## config.mk

```make
export PLATFORM = sky130hd
export DESIGN_NAME = mdlu_iterative_flat
export DESIGN_NICKNAME = d
export VERILOG_FILES = /design/src/rtl/mdlu_iterative_pkg.sv /design/src/rtl/mdlu_iterative_if.sv /design/src/rtl/mdlu_iterative.sv /design/src/flat_wrapper.sv
export SDC_FILE = /design/constraint.sdc
export NUM_CORES = 1
export LEC_CHECK = 0
export ABC_CLOCK_PERIOD_IN_PS = 5500
export CAP_MARGIN = 20
export CORE_MARGIN = 5
export CORE_UTILIZATION = 45
export CTS_BUF_LIST = sky130_fd_sc_hd__clkbuf_16
export DETAILED_ROUTE_END_ITERATION = 10
export GPL_TIMING_DRIVEN = 0
export SLEW_MARGIN = 10
export SYNTH_ARGS = -nofsm -noshare
export SYNTH_HDL_FRONTEND = slang
export SYNTH_SLANG_ARGS = --single-unit
```

## constraint.sdc

```tcl
create_clock -name clock -period 5.5 [get_ports clock]
set_input_delay 0.825 -clock clock [delete_from_list [all_inputs] [get_ports clock]]
set_output_delay 0.825 -clock clock [all_outputs]
set_load 0.1 [all_outputs]
```

## src/rtl/mdlu_iterative_pkg.sv

```systemverilog
// Shared op codes and FSM state encoding for the iterative multiply/divide unit.
package libMdlu;

    typedef enum logic [1:0] {
        MDLU_MULT = 2'd0,
        MDLU_DIV  = 2'd1,
        MDLU_ZERO = 2'd2,
        MDLU_RSVD = 2'd3
    } mdlu_op_e;

    typedef enum logic [1:0] {
        MDLU_IDLE = 2'd0,
        MDLU_RUN  = 2'd1,
        MDLU_FIX  = 2'd2,
        MDLU_DONE = 2'd3
    } mdlu_state_e;

endpackage

```

## src/rtl/mdlu_iterative_if.sv

```systemverilog
// Command/result bundle between the pipeline and the multiply/divide unit.
interface mdlu_iterative_if #(
    parameter int unsigned WIDTH = 32
) ();

    logic               start;
    libMdlu::mdlu_op_e  op;
    logic [WIDTH-1:0]   a;
    logic [WIDTH-1:0]   b;
    logic               busy;
    logic               done;
    logic [WIDTH-1:0]   hi;
    logic [WIDTH-1:0]   lo;

    modport master (output start, op, a, b, input busy, done, hi, lo);
    modport slave  (input start, op, a, b, output busy, done, hi, lo);

endinterface

```

## src/rtl/mdlu_iterative.sv

```systemverilog
// Iterative signed MULT/DIV unit with HI/LO registers; one shared shift
// register and adder/subtractor serve both operations, one bit per cycle.
module mdlu_iterative
    import libMdlu::*;
#(
    parameter int unsigned WIDTH = 32
) (
    input  logic            clock,
    input  logic            reset_n,
    mdlu_iterative_if.slave bus
);

    localparam int unsigned      CNT_W     = $clog2(WIDTH);
    localparam int unsigned      PROD_W    = 2 * WIDTH;
    localparam logic [CNT_W-1:0] LAST_ITER = CNT_W'(WIDTH - 1);

    mdlu_state_e        state_q, state_d;
    mdlu_op_e           op_q, op_d;
    logic [CNT_W-1:0]   cnt_q, cnt_d;
    logic [WIDTH:0]     acc_q, acc_d;
    logic [WIDTH-1:0]   sr_q, sr_d;
    logic [WIDTH-1:0]   m_q, m_d;
    logic [WIDTH-1:0]   a_q, a_d;
    logic [WIDTH-1:0]   b_q, b_d;
    logic               pneg_q, pneg_d;
    logic               rneg_q, rneg_d;
    logic [WIDTH-1:0]   hi_q, hi_d;
    logic [WIDTH-1:0]   lo_q, lo_d;
    logic               busy_q, busy_d;
    logic               done_q, done_d;

    logic [WIDTH-1:0]   a_mag, b_mag;
    logic               is_div;
    logic [WIDTH:0]     as_x, as_y;
    logic [WIDTH+1:0]   as_res;
    logic [PROD_W-1:0]  prod_mag, prod;
    logic [WIDTH-1:0]   quot, rem;

    assign a_mag  = bus.a[WIDTH-1] ? (~bus.a + WIDTH'(1)) : bus.a;
    assign b_mag  = bus.b[WIDTH-1] ? (~bus.b + WIDTH'(1)) : bus.b;
    assign is_div = (op_q == MDLU_DIV);

    // Shared adder/subtractor: bit WIDTH+1 of as_res is "no borrow" when subtracting.
    always_comb begin
        if (is_div) begin
            as_x = {acc_q[WIDTH-1:0], sr_q[WIDTH-1]};
            as_y = {1'b0, m_q};
        end else begin
            as_x = acc_q;
            as_y = sr_q[0] ? {1'b0, m_q} : '0;
        end
        as_res = {1'b0, as_x} + {1'b0, (is_div ? ~as_y : as_y)} + (WIDTH+2)'(is_div);
    end

    assign prod_mag = {acc_q[WIDTH-1:0], sr_q};
    assign prod     = pneg_q ? (~prod_mag + PROD_W'(1)) : prod_mag;
    assign quot     = pneg_q ? (~sr_q + WIDTH'(1)) : sr_q;
    assign rem      = rneg_q ? (~acc_q[WIDTH-1:0] + WIDTH'(1)) : acc_q[WIDTH-1:0];

    always_comb begin
        state_d = state_q;
        op_d    = op_q;
        cnt_d   = cnt_q;
        acc_d   = acc_q;
        sr_d    = sr_q;
        m_d     = m_q;
        a_d     = a_q;
        b_d     = b_q;
        pneg_d  = pneg_q;
        rneg_d  = rneg_q;
        hi_d    = hi_q;
        lo_d    = lo_q;
        busy_d  = busy_q;
        done_d  = 1'b0;

        case (state_q)
            MDLU_IDLE: begin
                if (bus.start) begin
                    if (bus.op == MDLU_MULT || bus.op == MDLU_DIV) begin
                        state_d = MDLU_RUN;
                        busy_d  = 1'b1;
                        op_d    = bus.op;
                        a_d     = bus.a;
                        b_d     = bus.b;
                        cnt_d   = '0;
                        acc_d   = '0;
                        sr_d    = a_mag;
                        m_d     = b_mag;
                        pneg_d  = bus.a[WIDTH-1] ^ bus.b[WIDTH-1];
                        rneg_d  = bus.a[WIDTH-1];
                    end else if (bus.op == MDLU_ZERO) begin
                        hi_d   = '0;
                        lo_d   = '0;
                        done_d = 1'b1;
                    end
                end
            end
            MDLU_RUN: begin
                cnt_d = cnt_q + CNT_W'(1);
                if (is_div) begin
                    // Restoring step: keep the difference only when it did not borrow.
                    if (as_res[WIDTH+1]) begin
                        acc_d = as_res[WIDTH:0];
                        sr_d  = {sr_q[WIDTH-2:0], 1'b1};
                    end else begin
                        acc_d = as_x;
                        sr_d  = {sr_q[WIDTH-2:0], 1'b0};
                    end
                end else begin
                    acc_d = {1'b0, as_res[WIDTH:1]};
                    sr_d  = {as_res[0], sr_q[WIDTH-1:1]};
                end
                if (cnt_q == LAST_ITER) begin
                    state_d = MDLU_FIX;
                end
            end
            MDLU_FIX: begin
                state_d = MDLU_DONE;
                done_d  = 1'b1;
                if (!is_div) begin
                    hi_d = prod[PROD_W-1:WIDTH];
                    lo_d = prod[WIDTH-1:0];
                end else if (b_q == '0) begin
                    hi_d = a_q;
                    lo_d = '1;
                end else begin
                    hi_d = rem;
                    lo_d = quot;
                end
            end
            MDLU_DONE: begin
                state_d = MDLU_IDLE;
                busy_d  = 1'b0;
            end
            default: begin
                state_d = MDLU_IDLE;
                busy_d  = 1'b0;
            end
        endcase
    end

    always_ff @(posedge clock or negedge reset_n) begin
        if (!reset_n) begin
            state_q <= MDLU_IDLE;
            op_q    <= MDLU_MULT;
            cnt_q   <= '0;
            acc_q   <= '0;
            sr_q    <= '0;
            m_q     <= '0;
            a_q     <= '0;
            b_q     <= '0;
            pneg_q  <= 1'b0;
            rneg_q  <= 1'b0;
            hi_q    <= '0;
            lo_q    <= '0;
            busy_q  <= 1'b0;
            done_q  <= 1'b0;
        end else begin
            state_q <= state_d;
            op_q    <= op_d;
            cnt_q   <= cnt_d;
            acc_q   <= acc_d;
            sr_q    <= sr_d;
            m_q     <= m_d;
            a_q     <= a_d;
            b_q     <= b_d;
            pneg_q  <= pneg_d;
            rneg_q  <= rneg_d;
            hi_q    <= hi_d;
            lo_q    <= lo_d;
            busy_q  <= busy_d;
            done_q  <= done_d;
        end
    end

    assign bus.busy = busy_q;
    assign bus.done = done_q;
    assign bus.hi   = hi_q;
    assign bus.lo   = lo_q;

endmodule

```

## src/flat_wrapper.sv

```systemverilog
// flat-port wrapper written by rule: the top's interface ports become plain ports
module mdlu_iterative_flat import libMdlu::*;
#(
    parameter int unsigned WIDTH = 32
)
  (clock, reset_n, bus_start, bus_op, bus_a, bus_b, bus_busy, bus_done, bus_hi, bus_lo);
  mdlu_iterative_if #(.WIDTH(WIDTH)) bus_i ();
  input  logic clock;
  input  logic reset_n;
  input wire logic [$bits(bus_i.start)-1:0] bus_start;
  input wire logic [$bits(bus_i.op)-1:0] bus_op;
  input wire logic [$bits(bus_i.a)-1:0] bus_a;
  input wire logic [$bits(bus_i.b)-1:0] bus_b;
  output wire logic [$bits(bus_i.busy)-1:0] bus_busy;
  output wire logic [$bits(bus_i.done)-1:0] bus_done;
  output wire logic [$bits(bus_i.hi)-1:0] bus_hi;
  output wire logic [$bits(bus_i.lo)-1:0] bus_lo;
  assign bus_i.start = bus_start;
  assign bus_i.op = bus_op;
  assign bus_i.a = bus_a;
  assign bus_i.b = bus_b;
  assign bus_busy = bus_i.busy;
  assign bus_done = bus_i.done;
  assign bus_hi = bus_i.hi;
  assign bus_lo = bus_i.lo;
  mdlu_iterative #(.WIDTH(WIDTH)) u_core (.clock(clock), .reset_n(reset_n), .bus(bus_i));
endmodule
```

==> flow_summary.yaml, run 1 <==
floorplanning:
  die_y_um: 200.8
  start_util_pct: 45.84
  die_w_um: 200.8
  num_io_pins: 135
  coreArea_um2: 35740
  die_area_um2: 40330
  rows: 69
routing:
  drc_errors: 0
  viasPerCell: 6.057
  drt_pass1_iterations: 6
  ant_nets: 0
  wl_mm: 62.29
  drtIter0Drc: 1370
  routedWlPerCell_um: 23.42
  vias: 16111
grt:
  grt-busiest-layer: "met2"
  globalRoute.totalOverflow: 0
  grtUsageMet3_pct: 3.619
  track_usage_pct: 29.77
  use_met1_pct: 41.53
  grt_pass1_wl_mm: 95.46
  grtUsageMet2_pct: 47.60
  antenna_found_initial: 1
  first_global_vias: 15390
  grt_max_degree: 107
setup_path:
  crit_path_end_kind: "flop"
  worstPathMaxFanout: 10
  rrSetupSlack_ns: 0.26
  cp_slowest_cell: "or4_1"
  arrival_ns: 5.67
  cp.buffers_inverters: 3
  crit_top_cell: "clkbuf_2"
  crit_family: "compound AO/OA/AOI/OAI gates"
  path_class: "reg -> reg"
  cp.required_ns: 5.93
  cpPeakStageDelay_ns: 0.52
  critPathLaunchType: "flop"
  path_cells: "nor2b_2, clkbuf_2, clkbuf_2, clkbuf_2, o21ai_0, fa_1, a21o_1, a221oi_2, or4_1, o211ai_1, a31oi_1, nor3_1, or4_1, a21oi_1, o31ai_1"
synthesis:
  synthFlopType: "dfrtp_1"
  synth_xor_area_share_pct: 8.713
  synthesis.nets: 2120
  seq_area_frac_synth_pct: 36.04
  synth_cell_types: 75
  async_reset_ff_share_pct: 100.0
  syn_avg_cell_area_um2: 8.156
  yosys_warnings: 0
  yosysTopAreaCell: "dfrtp_1"
  synth-simple-area-share_pct: 19.29
  synth_top_area_share_pct: 36.04
  netlist_instances: 2009
  ys_seq_elements: 236
  yosys-top-cells-count: "437 x nand2_1, 257 x o21ai_0, 236 x dfrtp_1"
  synth-edff-count: 0
  netlist_area_um2: 16390
  synth_top_family_by_area: "compound AO/OA/AOI/OAI gates"
  synthAdderAreaFrac_pct: 3.253
  muxShareOfSynthArea_pct: 6.445
  yosysMostFrequentCell: "nand2_1"
  synth_compound_area_share_pct: 21.56
  synth_area_leaders: "dfrtp_1 36%, nand2_1 10%, o21ai_0 7.8%, xor2_1 5.2%, mux2_2 4.7%"
power_and_ir_drop:
  p_comb_share_pct: 64.0
  ir_worst_vdd_mv: 0.3021
  p_per_area_nw_per_um2: 735.0
  p_seq_share_pct: 21.8
  power.internal_mw: 6.536
  p_switching_mw: 7.719
  swShare_pct: 54.15
  clkPwrFrac_pct: 14.3
  p_leak_nw: 8.292
sta:
  finalHoldViolCount: 0
  skew_ns: 0.02678
  hold_ws_ns: 0.1385
  finalWorstSetupSlack_ns: 0.2554
  fmax_mhz: 190.7
  fin_crit_sh_pct: 95.36
  slew_viol_final: 0
  slew_headroom_pct: 22.82
  rsz0062_at_grt: "false"
  setup_viol: 0
  fin_crit_ns: 5.245
  tightest_slew_ns: 1.155
place:
  post_dp_cell_area_um2: 18370
  gp_congestion: 0.9370
  io_buffer_count: 134
  dp_hpwl_mm: 48.14
  place_ws_ns: -0.7879
  post-place-cells: 2606
clock_network:
  clkTransAtPathRegs_ns: 0.07
  insertion_delay_ns: 0.59
  clk_path_buf_depth: 3
  cts_buffers: 29
  cts_tree: "yes"
  clock_tree.root_cell: "clkbuf_16"
  cts_sinks: 236
  cts_setup_buffers: 0
  cts_max_level: 1
min_path:
  holdCritPathClass: "in -> async"
cells_and_area:
  antennaDiodeCount: 0
  drive_gt1_share_pct: 7.731
  final_nets: 2287
  syn_to_final_growth_pct: 18.37
  instances_no_fill: 2660
  final_area_um2: 19400
run:
  maxCapViolCount: 0
run_status:
  status: "completed"
state kept, by name, indices dropped and copies added, names as in the netlist, 2 cells and up:
register        cells
u_core.a_q         31
u_core.acc_q       33
u_core.b_q         32
u_core.bus.hi      32
u_core.bus.lo      32
u_core.cnt_q        5
u_core.m_q         31
u_core.op_q         2
u_core.sr_q        32
u_core.state_q      2
cells in the final DEF (no fill, tap or decap), types with 40 or more instances in the layout:
| master | instances |
|---|---|
| clkbuf_1 | 140 |
| dfrtp_1 | 236 |
| xor2_1 | 97 |
| a22o_1 | 40 |
| mux2_2 | 68 |
| a21oi_1 | 88 |
| nand3_1 | 46 |
| ha_1 | 41 |
| clkdlybuf4s50_1 | 133 |
| nand2_1 | 437 |
| xnor2_1 | 66 |
| nor2_1 | 71 |
| o21ai_0 | 256 |
metrics by stage:
stage,power (mW),TNS (ns),utilization (%)
finish,14.26,0,54.27
global route,15.10,0,54.27
CTS,14.12,0,54.24
detailed placement,12.06,-15.74,51.39
global placement,11.94,-1611.80,51.21
floorplan,9.309,0,-
path summary, 6_finish.rpt:
check                                  start                end  depth (start not counted)
setup / recovery              u_core.op_q[0]   u_core.acc_q[29]                         15
hold / removal                       reset_n     u_core.a_q[24]                          1
setup reg to reg              u_core.op_q[0]   u_core.acc_q[29]                         15
hold reg to reg            u_core.bus.lo[21]  u_core.bus.lo[21]                          2
max in group asynchronous            reset_n     u_core.b_q[29]                          3
min in group clock         u_core.bus.lo[21]  u_core.bus.lo[21]                          2
layout make-up:
cell class / instances / area [um^2]
Buffer: 168 / 675.6
Sequential cell: 236 / 5906
Timing Repair Buffer: 136 / 1401
Tap cell: 461 / 576.8
Clock buffer: 29 / 725.7
Inverter: 30 / 112.6
Multi-Input combinational cell: 1575 / 9731
Clock inverter: 25 / 267.8
Fill cell: 3410 / 16350
repair_timing:
item / CTS / global route
hold buffers: 0 / 0
endpoints found under the hold margin: 0 / 0
endpoints found under the setup margin: 33 / 32
resized for setup: 10 / 14
cloned: 0 / 0
metal layers:
metal  wire (um)  part of all wire (%)
met1       26840                    43
met2       28380                    46
met3        4253                   6.8
met4        2813                   4.5
met5           7                 0.011
cells by family after synthesis:
group | count (synthesis)
AO/OA/AOI/OAI | 568
XOR/XNOR | 163
adder cells (fa/ha/maj) | 42
buffers and inverters | 198
flip-flops | 236
multiplexers | 97
AND/OR/NAND/NOR | 705
power groups by stage:
stage / Sequential [mW] / Clock [mW] / Combinational (mW)
2_1_floorplan: 4.37 / 0 / 4.93
3_3_place_gp: 3.10 / 0 / 8.84
3_5_place_dp: 3.12 / 0 / 8.94
4_1_cts: 3.10 / 2.05 / 8.98
5_1_grt: 3.19 / 2.13 / 9.78
6_report: 3.10 / 2.04 / 9.12
No activity file was read; power rests on OpenSTA's default activity.
==> run 2, diff against run 1 <==
Settings changed: ABC_CLOCK_PERIOD_IN_PS 5500 to not set.
==> results of run 2 <==
No change in the layout: final DEF, timing and power equal those of run 1.
==> run 3, diff against run 2 <==
Settings changed: CAP_MARGIN 20 to 10.
==> results of run 3 <==
No change in the layout: final DEF, timing and power equal those of run 1.
